--- config.mk ---
export PLATFORM = sky130hd
export DESIGN_NAME = fb_color_reader_flat
export DESIGN_NICKNAME = d
export VERILOG_FILES = /design/src/rtl/fb_color_if.sv /design/src/rtl/fb_color_reader.sv /design/src/flat_wrapper.sv
export SDC_FILE = /design/constraint.sdc
export NUM_CORES = 1
export LEC_CHECK = 0
export CELL_PAD_IN_SITES_DETAIL_PLACEMENT = 0
export CELL_PAD_IN_SITES_GLOBAL_PLACEMENT = 1
export CORE_UTILIZATION = 40
export DETAILED_ROUTE_END_ITERATION = 6
export GPL_ROUTABILITY_DRIVEN = 0
export HOLD_SLACK_MARGIN = 0.1
export PLACE_DENSITY_LB_ADDON = 0.2
export SLEW_MARGIN = 20
export SYNTH_ARGS = -nofsm -noshare
export SYNTH_HDL_FRONTEND = slang
export SYNTH_SLANG_ARGS = --single-unit
--- constraint.sdc ---
create_clock -name clk -period 3.69 [get_ports clk]
set_input_delay 0.738 -clock clk [delete_from_list [all_inputs] [get_ports clk]]
set_output_delay 0.738 -clock clk [all_outputs]
set_load 0.01 [all_outputs]
--- src/rtl/fb_color_if.sv ---
// Frame-buffer read port plus result handshake between the colour reader
// and its surroundings (frame buffer, camera writer flag, car controller).
interface fb_color_if #(
    parameter int AW = 15
);
    logic          frame_ready;
    logic [2:0]    rd_data;
    logic [AW-1:0] rd_addr;
    logic          rd_en;
    logic          busy;
    logic          done;
    logic          result_ack;
    logic [1:0]    color;
    logic [AW-1:0] cnt_r;
    logic [AW-1:0] cnt_g;
    logic [AW-1:0] cnt_b;

    // Reader side: drives the buffer address and the result.
    modport master (
        input  frame_ready, rd_data, result_ack,
        output rd_addr, rd_en, busy, done, color, cnt_r, cnt_g, cnt_b
    );

    // Environment side: buffer data, frame flag and consumer acknowledge.
    modport slave (
        output frame_ready, rd_data, result_ack,
        input  rd_addr, rd_en, busy, done, color, cnt_r, cnt_g, cnt_b
    );
endinterface

--- src/rtl/fb_color_reader.sv ---
// Scans one RGB111 frame out of the frame buffer, counts pure red, green and
// blue pixels and reports the dominant colour until the consumer acknowledges.
//
// state  | meaning
// IDLE   | waiting for a rising edge of frame_ready
// SCAN   | issuing read addresses 0..NPIX-1
// DRAIN  | last read data in flight, accumulate it
// DECIDE | latch counts and pick the dominant colour
// HOLD   | result valid (done=1) until result_ack
module fb_color_reader #(
    parameter int AW     = 15,
    parameter int NPIX   = 25344,
    parameter int THRESH = 2000
) (
    input  logic       clk,
    input  logic       rst,
    fb_color_if.master bus
);
    typedef enum logic [2:0] {S_IDLE, S_SCAN, S_DRAIN, S_DECIDE, S_HOLD} state_t;

    localparam logic [AW-1:0] LAST     = AW'(NPIX - 1);
    localparam logic [AW-1:0] ONE      = AW'(1);
    localparam logic [AW:0]   THRESH_W = (AW+1)'(THRESH);

    state_t        state_q, state_d;
    logic          fr_prev_q;
    logic          valid_q, valid_d;
    logic [AW-1:0] addr_q, addr_d;
    logic          rd_en_q, rd_en_d;
    logic          busy_q, busy_d;
    logic          done_q, done_d;
    logic [1:0]    color_q, color_d;
    logic [AW-1:0] acc_r_q, acc_r_d, acc_g_q, acc_g_d, acc_b_q, acc_b_d;
    logic [AW-1:0] cnt_r_q, cnt_r_d, cnt_g_q, cnt_g_d, cnt_b_q, cnt_b_d;
    logic          start;
    logic [AW-1:0] max_cnt;
    logic [1:0]    max_sel;

    assign start = bus.frame_ready && !fr_prev_q;

    // Largest accumulator; ties resolve red over green over blue.
    always_comb begin
        max_sel = 2'd1;
        max_cnt = acc_r_q;
        if (acc_r_q >= acc_g_q && acc_r_q >= acc_b_q) begin
            max_sel = 2'd1;
            max_cnt = acc_r_q;
        end else if (acc_g_q >= acc_b_q) begin
            max_sel = 2'd2;
            max_cnt = acc_g_q;
        end else begin
            max_sel = 2'd3;
            max_cnt = acc_b_q;
        end
    end

    // Next-state, address generation, pixel classification and result latch.
    always_comb begin
        state_d = state_q;
        addr_d  = addr_q;
        rd_en_d = rd_en_q;
        valid_d = rd_en_q;
        color_d = color_q;
        acc_r_d = acc_r_q;
        acc_g_d = acc_g_q;
        acc_b_d = acc_b_q;
        cnt_r_d = cnt_r_q;
        cnt_g_d = cnt_g_q;
        cnt_b_d = cnt_b_q;

        // Read data is one cycle behind rd_en; only pure primaries count.
        if (valid_q) begin
            case (bus.rd_data)
                3'b100:  acc_r_d = acc_r_q + ONE;
                3'b010:  acc_g_d = acc_g_q + ONE;
                3'b001:  acc_b_d = acc_b_q + ONE;
                default: ;
            endcase
        end

        case (state_q)
            S_IDLE: begin
                if (start) begin
                    state_d = S_SCAN;
                    addr_d  = '0;
                    rd_en_d = 1'b1;
                    acc_r_d = '0;
                    acc_g_d = '0;
                    acc_b_d = '0;
                end
            end
            S_SCAN: begin
                if (addr_q == LAST) begin
                    state_d = S_DRAIN;
                    rd_en_d = 1'b0;
                end else begin
                    addr_d = addr_q + ONE;
                end
            end
            S_DRAIN: state_d = S_DECIDE;
            S_DECIDE: begin
                cnt_r_d = acc_r_q;
                cnt_g_d = acc_g_q;
                cnt_b_d = acc_b_q;
                color_d = ({1'b0, max_cnt} > THRESH_W) ? max_sel : 2'd0;
                state_d = S_HOLD;
            end
            S_HOLD: begin
                if (bus.result_ack) state_d = S_IDLE;
            end
            default: state_d = S_IDLE;
        endcase

        busy_d = (state_d == S_SCAN) || (state_d == S_DRAIN) || (state_d == S_DECIDE);
        done_d = (state_d == S_HOLD);
    end

    // All state and registered outputs; reset aborts any scan or held result.
    always_ff @(posedge clk) begin
        if (rst) begin
            state_q   <= S_IDLE;
            fr_prev_q <= 1'b0;
            valid_q   <= 1'b0;
            addr_q    <= '0;
            rd_en_q   <= 1'b0;
            busy_q    <= 1'b0;
            done_q    <= 1'b0;
            color_q   <= 2'd0;
            acc_r_q   <= '0;
            acc_g_q   <= '0;
            acc_b_q   <= '0;
            cnt_r_q   <= '0;
            cnt_g_q   <= '0;
            cnt_b_q   <= '0;
        end else begin
            state_q   <= state_d;
            fr_prev_q <= bus.frame_ready;
            valid_q   <= valid_d;
            addr_q    <= addr_d;
            rd_en_q   <= rd_en_d;
            busy_q    <= busy_d;
            done_q    <= done_d;
            color_q   <= color_d;
            acc_r_q   <= acc_r_d;
            acc_g_q   <= acc_g_d;
            acc_b_q   <= acc_b_d;
            cnt_r_q   <= cnt_r_d;
            cnt_g_q   <= cnt_g_d;
            cnt_b_q   <= cnt_b_d;
        end
    end

    assign bus.rd_addr = addr_q;
    assign bus.rd_en   = rd_en_q;
    assign bus.busy    = busy_q;
    assign bus.done    = done_q;
    assign bus.color   = color_q;
    assign bus.cnt_r   = cnt_r_q;
    assign bus.cnt_g   = cnt_g_q;
    assign bus.cnt_b   = cnt_b_q;
endmodule
--- src/flat_wrapper.sv ---
// flat-port wrapper written by rule: the top's interface ports become plain ports
module fb_color_reader_flat 
#(
    parameter int AW     = 15,
    parameter int NPIX   = 25344,
    parameter int THRESH = 2000
)
  (clk, rst, bus_frame_ready, bus_rd_data, bus_result_ack, bus_rd_addr, bus_rd_en, bus_busy, bus_done, bus_color, bus_cnt_r, bus_cnt_g, bus_cnt_b);
  fb_color_if #(.AW(AW)) bus_i ();
  input  logic clk;
  input  logic rst;
  input wire logic [$bits(bus_i.frame_ready)-1:0] bus_frame_ready;
  input wire logic [$bits(bus_i.rd_data)-1:0] bus_rd_data;
  input wire logic [$bits(bus_i.result_ack)-1:0] bus_result_ack;
  output wire logic [$bits(bus_i.rd_addr)-1:0] bus_rd_addr;
  output wire logic [$bits(bus_i.rd_en)-1:0] bus_rd_en;
  output wire logic [$bits(bus_i.busy)-1:0] bus_busy;
  output wire logic [$bits(bus_i.done)-1:0] bus_done;
  output wire logic [$bits(bus_i.color)-1:0] bus_color;
  output wire logic [$bits(bus_i.cnt_r)-1:0] bus_cnt_r;
  output wire logic [$bits(bus_i.cnt_g)-1:0] bus_cnt_g;
  output wire logic [$bits(bus_i.cnt_b)-1:0] bus_cnt_b;
  assign bus_i.frame_ready = bus_frame_ready;
  assign bus_i.rd_data = bus_rd_data;
  assign bus_i.result_ack = bus_result_ack;
  assign bus_rd_addr = bus_i.rd_addr;
  assign bus_rd_en = bus_i.rd_en;
  assign bus_busy = bus_i.busy;
  assign bus_done = bus_i.done;
  assign bus_color = bus_i.color;
  assign bus_cnt_r = bus_i.cnt_r;
  assign bus_cnt_g = bus_i.cnt_g;
  assign bus_cnt_b = bus_i.cnt_b;
  fb_color_reader #(.AW(AW), .NPIX(NPIX), .THRESH(THRESH)) u_core (.clk(clk), .rst(rst), .bus(bus_i));
endmodule
* After elaboration in Yosys (flattened, before gate mapping)
Cells that the tools add are included.
** Word-level totals
- Bits in registers :: 115
- Word-level logic and storage cells :: 73
- Output and inout port bits :: 65
- Bits in latches :: 0
- Memory bits (writable) :: 0
- Memory bits (read-only) :: 0
- Bits of input ports :: 7
- Memories kept :: 0
** Cells by class
- Add/sub/neg operators :: 4
- Shift operators :: 0
- Multiplexer cells :: 27
- Reductions and logical operators :: 9
- Divide/modulo/power cells :: 0
- Magnitude comparators :: 4
- Multipliers :: 0
- Equal/unequal tests :: 15
- Bitwise gates (word level) :: 0
** Operators with widths (count)
- 15-bit two-way mux :: 16
- 15-bit by 1-bit adder with 15-bit output, second input constant :: 4
- 15-bit greater-or-equal comparator :: 3
- 15-bit case mux with 2 select lines :: 1
- 15-bit == test, second input constant :: 1
- 3-bit by 2-bit == test with 1-bit output, second input constant :: 5
- 15-bit by 11-bit > comparator with 1-bit output, second input constant :: 1
- 3-bit case mux with 5 select lines :: 1
- 3-bit by 1-bit == test with 1-bit output, second input constant :: 3
- 3-bit == test, second input constant :: 3
- 3-bit two-way mux :: 3
- 3-bit AND reduction :: 2
- 2-bit two-way mux :: 2
- 2-bit by 1-bit inequality test with 1-bit output, second input constant :: 2
- 3-bit zero test :: 1
- 1-bit two-way mux :: 3
- 1-bit logical AND :: 2
- 1-bit logical OR :: 2
- 2-bit inequality test, second input constant :: 1
- 1-bit case mux with 2 select lines :: 1
- 2-bit nonzero test :: 1
- 1-bit zero test :: 1

* Longest topological paths before layout
Gate-level depths: netlist of the first run.
- Depth in word-level cells :: 7
- Mapped depth :: 8
- Depth with buffers taken out :: 8

* Worst setup path after synthesis of the first run
OpenSTA, ideal clock, no wires.
- Path kind :: in2reg
- Start :: input bus_rd_data[0]
- End :: register u_core.acc_r_q[9]
- Path slack :: 1.597 ns
- Required time :: 3.620 ns
- Buffers on the path :: 2
- Cell stages on the path :: 7
- Arrival :: 2.023 ns
- Library setup time :: 0.070 ns
- Cell sequence :: and4bb_1 -> buf_4 -> nand4_2 -> or2_1 -> clkbuf_1 -> or3_1 -> a21oi_1
** On the way
- Word-level cells in the longest chain between the ends :: 5
** Ends and longest elaborated chain
- from (decl) :: line flat_wrapper.sv:13 : input wire logic [$bits(bus_i.rd_data)-1:0] bus_rd_data;
- 3-bit == test * :: line fb_color_reader.sv:73 : case (bus.rd_data)
- 15-bit two-way mux * :: line fb_color_reader.sv:73
- 15-bit two-way mux * :: line fb_color_reader.sv:72 : if (valid_q) begin
- 15-bit two-way mux :: line fb_color_reader.sv:83 : if (start) begin
- 15-bit two-way mux * :: line fb_color_reader.sv:81 : case (state_q)
- to (signal assigned) :: line fb_color_reader.sv:144 : acc_r_q <= acc_r_d;
- to (decl) :: line fb_color_reader.sv:33 : logic [AW-1:0] acc_r_q, acc_r_d, acc_g_q, acc_g_d, acc_b_q, acc_b_d;
Every way passes the cells marked *; elsewhere a longest branch is shown, timed or not.
A chain may end at the register's enable or synchronous reset.

* Worst setup path in the final report of the first run
- Start :: input bus_rd_data[2]
- End :: register u_core.acc_b_q[13]
** On the way
- Word-level cells in the longest chain between the ends :: 5
** Ends and longest elaborated chain
- 3-bit by 1-bit == test with 1-bit output * :: line fb_color_reader.sv:73
- 15-bit two-way mux * :: line fb_color_reader.sv:73
- 15-bit two-way mux * :: line fb_color_reader.sv:72
- 15-bit two-way mux :: line fb_color_reader.sv:83
- 15-bit two-way mux * :: line fb_color_reader.sv:81
- to (signal assigned) :: line fb_color_reader.sv:131 : acc_b_q <= '0;
- to (signal assigned) :: line fb_color_reader.sv:146 : acc_b_q <= acc_b_d;
- to (decl) :: line fb_color_reader.sv:33
Marks and branches as above.

==> results of run 1 <==
layout make-up:
type / count / area (um2) / area share
repair buffers: 76 / 743 / 0.106
multi-input cells: 504 / 3110 / 0.442
well taps: 180 / 225 / 0.0320
flip-flops and latches: 115 / 2300 / 0.327
clock inverters: 7 / 60.1 / 0.00853
clock buffers: 22 / 464 / 0.0659
inverters: 36 / 135 / 0.0192
sequential cells by signal (all words and copies together) (netlist names):
name                count
u_core.valid_q          1
u_core.bus.busy         1
u_core.bus.rd_en        1
u_core.bus.rd_addr     15
u_core.bus.done         1
u_core.acc_g_q         15
u_core.state_q          3
u_core.acc_b_q         15
u_core.bus.cnt_r       15
u_core.acc_r_q         15
u_core.bus.cnt_b       15
u_core.fr_prev_q        1
u_core.bus.cnt_g       15
u_core.bus.color        2
worst max-delay path: cells and delay by family:
kind | cells | cell delay [ns]
simple gates | 5 | 1.25
buf+inv | 1 | 0.42
xor+xnor | 1 | 0.15
final timing paths:
path,from,endpoint,slack [ns],cells after the start
min,u_core.bus.cnt_g[8],u_core.bus.cnt_g[8],0.45,2
max reg2reg,u_core.bus.rd_addr[0],u_core.bus.rd_addr[4],1.47,7
min reg2reg,u_core.bus.cnt_g[8],u_core.bus.cnt_g[8],0.45,2
max,bus_rd_data[2],u_core.acc_b_q[13],1.41,7
through the flow:
stage / cell area, um2 / total power, mW
floorplan: 5670 / 1.33
global placement: 6520 / 1.35
detailed placement: 6520 / 1.35
CTS: 7040 / 2.83
global route: 7040 / 2.90
finish: 7040 / 2.79
cells by family after synthesis:
family	count (synthesis)
AO/OA/AOI/OAI	119
XOR/XNOR	49
adder cells (fa/ha/maj)	49
buffers and inverters	64
flip-flops	115
multiplexers	2
AND/OR/NAND/NOR	285
cells in the mapped netlist (2+ instances only):
library cell,count
o211ai_1,2
xnor2_1,38
xor2_1,11
and4bb_1,2
o21ai_1,6
buf_1,4
nand4_1,19
dfxtp_1,115
mux2i_1,2
nor3_2,5
ha_1,49
nor2b_1,5
inv_1,36
and3_1,7
or2_1,2
nor3_1,8
a21o_1,2
nand3b_1,5
or3_1,6
o31ai_1,2
a211oi_1,4
nor4_1,7
and4_1,5
nand3_1,18
nand2_1,115
a41o_1,2
nor2_1,70
clkbuf_1,21
o21ai_0,13
a21oi_1,78
power breakdown:
group	switching (mW)	total, mW	internal (mW)
Clock	0.530	1.47	0.938
Combinational	0.0455	0.0698	0.0242
Sequential	0.00554	1.26	1.25
layer usage:
metal  up-vias  share of wire
li1       2477              -
met4         0          0.018
met2        84           0.46
met5         -              0
met1      2171           0.49
met3        18          0.035
==> results.toml, run 1 <==
[detailed_routing]
vias = 4750
first_iter_violations = 174
firstDrtPassIters = 4
drt_wl_total_mm = 13.6
via_per_inst = 5.05
wire_per_inst_um = 14.5
ant_nets = 0
drc_errors = 0

[clocking]
clock_latency_ns = 0.42
numCtsBuffers = 17
cts-root-buf = "clkbuf_16"
htreeDepth = 4
cts_tree = "built"
postCtsSetupRepairBufs = 0
clock_sinks = 115
clockBufferDepth = 2
cts_resized = 0
cts_hold_buf = 0
path_clk_slew_ns = 0.05

[power_and_ir_drop]
irDropWorstVdd_uv = 232
cellPowerDensity_nw_per_um2 = 397
p_leak_nw = 2.52

[global_routing]
grt_util_met2 = 0.324
grt-busiest-layer = "met2"
met1_usage = 0.254
grt_max_degree = 32
grt_overflow = 0
globalRouteMet3Util = 0.0446
antenna_found_initial = 0
gr-usage-all-layers = 0.200
grt_pass1_wl_mm = 22.7
first_global_vias = 4566

[sta]
tns_ns = 0
rsz0062_at_grt = "no"
worstMarginPinSlew_ns = 0.757
setup_viol = 0
fmax_mhz = 439
relSlewSlack = 0.494
finalMaxSlewViolations = 0
worst_slack_ns = 1.41
fin_crit_ns = 2.28
holdWs_ns = 0.450
hold_viol = 0
period_share = 0.617
finalClockSkew_ns = 0.00835

[setup_path]
cp.arrival_ns = 2.57
critPathKind = "in2reg"
cpPeakStageDelay_ns = 0.48
worst_setup_path_end_kind = "register"
cp_data_required_time_ns = 3.98
crit_slowest_cell = "and4bb_1"
worstSetupStartpointType = "input pin"
critical_path.max_fanout = 7
crit_chain = "clkdlybuf4s50_1 > and4bb_1 > nand4_1 > or2_1 > nor4_2 > xnor2_1 > nor2_1"

[placed_design]
place_inst = 911
dp_slack_ns = 0.958
dp_hpwl_mm = 10.0
numPortBuffers = 71

[status]
status = "finished, final reports clean"

[final_layout]
syn_to_final_growth_pct = 24.3
final_cell_mix = "nand2_1, dfxtp_1, a21oi_1"
nNetsFinal = 806
finalNonFillerCells = 940
final_core_util = 0.509
fill_cells = 1333
drive_gt1_frac = 0.0579
diodes = 0

[synthesis]
synth_compound_gate_area_share = 0.118
synth_xor_xnor_area_share = 0.0757
ys.flop_type = "dfxtp_1"
synthDistinctLibCells = 54
synthMuxAreaShare = 0.00353
synth_edf_count = 0
synth_largest_area_cell = "dfxtp_1"
syn_avg_cell_area_um2 = 8.30
postSynthCellCount = 683
ys_top_cells_by_area = "dfxtp_1, ha_1, nand2_1, a21oi_1, xnor2_1"
syn_area_um2 = 5670
synth_fa_ha_area_frac = 0.108
synthSimpleGateAreaFrac = 0.243
synth_fp_nets = 739
yosys.area.top_type_share = 0.406
synthArstFlopShare = 0
synth.ff_latch_count = 115
ys_seq_area_frac = 0.406
yosys_warnings = 0
synth_top_family_by_area = "simple AND/OR/NAND/NOR gates"

[floorplanning]
core-area_um2 = 13800
rows = 43
io_pins = 72
die_w_um = 121
die_h_um = 121
dieArea_um2 = 14600
start_util = 0.410

[run]
max_cap_viol_count = 0

[min_path]
hold_path.class = "reg2reg"
Power figures use the tool's default switching activity.
==> inputs of run 2 (changes only) <==
--- a/config.mk
+++ b/config.mk
@@ -7,7 +7,7 @@
 export LEC_CHECK = 0
 export CELL_PAD_IN_SITES_DETAIL_PLACEMENT = 0
 export CELL_PAD_IN_SITES_GLOBAL_PLACEMENT = 1
-export CORE_UTILIZATION = 40
+export CORE_UTILIZATION = 38
 export DETAILED_ROUTE_END_ITERATION = 6
 export GPL_ROUTABILITY_DRIVEN = 0
 export HOLD_SLACK_MARGIN = 0.1
==> constraint.sdc (replaced) <==
create_clock -name clk -period 2 [get_ports clk]
set_input_delay 0.4 -clock clk [delete_from_list [all_inputs] [get_ports clk]]
set_output_delay 0.4 -clock clk [all_outputs]
set_load 0.01 [all_outputs]
==> run 2 against run 1 <==
Compared with the run above:
- via count increased by 8.8%
- non-clock buffer count is 79 higher
- flip-flop and latch count is the same
- utilization up 3.1 points
- critical endpoint is now u_core.bus.color[0]
- highest routed layer unchanged
==> results.toml, run 2 (synthesis results as in run 1) <==
[run]
max_cap_viol_count = 0

[setup_path]
critical_path.max_fanout = 3
cp.arrival_ns = 2.25
crit_chain = "inv_2 > ha_1 > a211oi_1 > nor2_1 > o31ai_1 > o211ai_1 > and3_1 > a211oi_2"
cp_data_required_time_ns = 2.34
critical-path-top-delay-family = "compound AO/OA/AOI/OAI gates"
worstSetupStartpointType = "register"
crit_slowest_cell = "dfxtp_1"
cpPeakStageDelay_ns = 0.35
critPathKind = "reg2reg"
worst_setup_path_end_kind = "register"
critical_path_buf_inv_count = 1

[detailed_routing]
drc_errors = 0
via_per_inst = 5.04
vias = 5169
wire_per_inst_um = 14.2
firstDrtPassIters = 5
ant_nets = 0
first_iter_violations = 266
drt_wl_total_mm = 14.5

[clocking]
htreeDepth = 4
cts-root-buf = "clkbuf_16"
numCtsBuffers = 17
clock_latency_ns = 0.42
cts_hold_buf = 0
clock_sinks = 115
cts_tree = "built"
path_clk_slew_ns = 0.05
clockBufferDepth = 2

[sta]
hold_viol = 0
holdWs_ns = 0.363
fmax_mhz = 525
worstMarginPinSlew_ns = 0.475
rsz0062_at_grt = "yes"
finalClockSkew_ns = 0.00784
fin_crit_ns = 1.90
tns_ns = 0
setup_viol = 0
period_share = 0.952
finalMaxSlewViolations = 0
relSlewSlack = 0.675

[final_layout]
finalInstanceArea_um2 = 7850
final_cell_mix = "nand2_1, dfxtp_1, buf_4"
drive_gt1_frac = 0.171
diodes = 0
ff_latch_area_um2 = 2300
nNetsFinal = 885
fill_cells = 1358
syn_to_final_growth_pct = 38.5
multi_input_area_um2 = 3170

[global_routing]
first_global_vias = 4930
gr-usage-all-layers = 0.207
grt_overflow = 0
grt_pass1_wl_mm = 24.2
grt_max_degree = 32
antenna_found_initial = 0

[placed_design]
numPortBuffers = 71
place_area_um2 = 7140
dp_hpwl_mm = 11.0

[floorplanning]
start_util = 0.390
io_pins = 72
rows = 44
die_w_um = 124
core-area_um2 = 14500
die_h_um = 124
dieArea_um2 = 15400

[power_and_ir_drop]
p_switching_mw = 1.21
cellPowerDensity_nw_per_um2 = 734
p_leak_nw = 2.98
p_comb_frac = 0.027
irDropWorstVdd_uv = 520
seq_power_share = 0.401
intPower_mw = 4.55
sw_frac_of_total = 0.209
clkPwrFrac = 0.571

[min_path]
hold_path.class = "in2reg"

[status]
status = "finished, final reports clean"
## run 2: changes by cell type in the layout (fill, tap and decap cells not counted), moves of 3 or more
cell and delta:
clkinvlp_4 +5, inv_1 -3, clkinv_2 -6, bufinv_16 +3
inv_2 +3, a21oi_2 +6, a21oi_1 -6, buf_4 +77
## run 2: cell type report
type                       count  share of cell area
clock buffer                  21              0.0599
sequential                   115               0.293
tap                          184              0.0293
timing repair buffer         155               0.173
clock inverter                11              0.0223
inverter                      36              0.0172
multi-input combinational    504               0.404
## run 2: layer usage
metal  vias up  part of all wire  global-route usage  wire length, um
li1       2637                 -                   -                -
met1      2413              0.48               0.261             6950
met2        97              0.46               0.331             6720
met3        22             0.040              0.0549              579
met4         0             0.021              0.0893              300
met5         -                 0                   0                0
## run 2: power groups by stage
stage	combinational [mW]	clock [mW]	sequential (mW)
floorplan	0.0852	0	2.36
global placement	0.157	0	2.36
detailed placement	0.159	0	2.36
CTS	0.159	3.37	2.31
global route	0.172	3.47	2.31
finish	0.158	3.29	2.31
## run 2: path summary, 6_finish.rpt
path / depth (start not counted) / slack [ns] / end / startpoint
worst max register to register: 8 / 0.1 / u_core.bus.color[0] / u_core.acc_b_q[4]
worst min-delay path: 4 / 0.36 / u_core.bus.color[0] / rst
worst max-delay path: 8 / 0.1 / u_core.bus.color[0] / u_core.acc_b_q[4]
worst min register to register: 2 / 0.45 / u_core.bus.cnt_g[4] / u_core.bus.cnt_g[4]
## run 2: what timing repair did
item	4_1_cts	5_1_grt
pin swaps	0	5
setup buffers	0	0
endpoints found under the setup margin	1	4
resized for setup	2	14
## run 2: worst reg2reg max path: stages (launching register included)
cell	delay, ns
dfxtp_1	0.35
inv_2	0.08
ha_1	0.31
a211oi_1	0.23
nor2_1	0.08
o31ai_1	0.22
o211ai_1	0.19
and3_1	0.22
a211oi_2	0.17
## run 2: through the flow
stage                     worst slack (ns)   util  total power [mW]  cells
after floorplan                     0.0968      -              2.45    683
after global placement              -0.157  0.491              2.52    994
after detailed placement            -0.196  0.491              2.52    994
after CTS                           0.0166  0.536              5.84   1026
after global routing               -0.0200  0.540              5.96   1026
final                               0.0969  0.540              5.76   1026
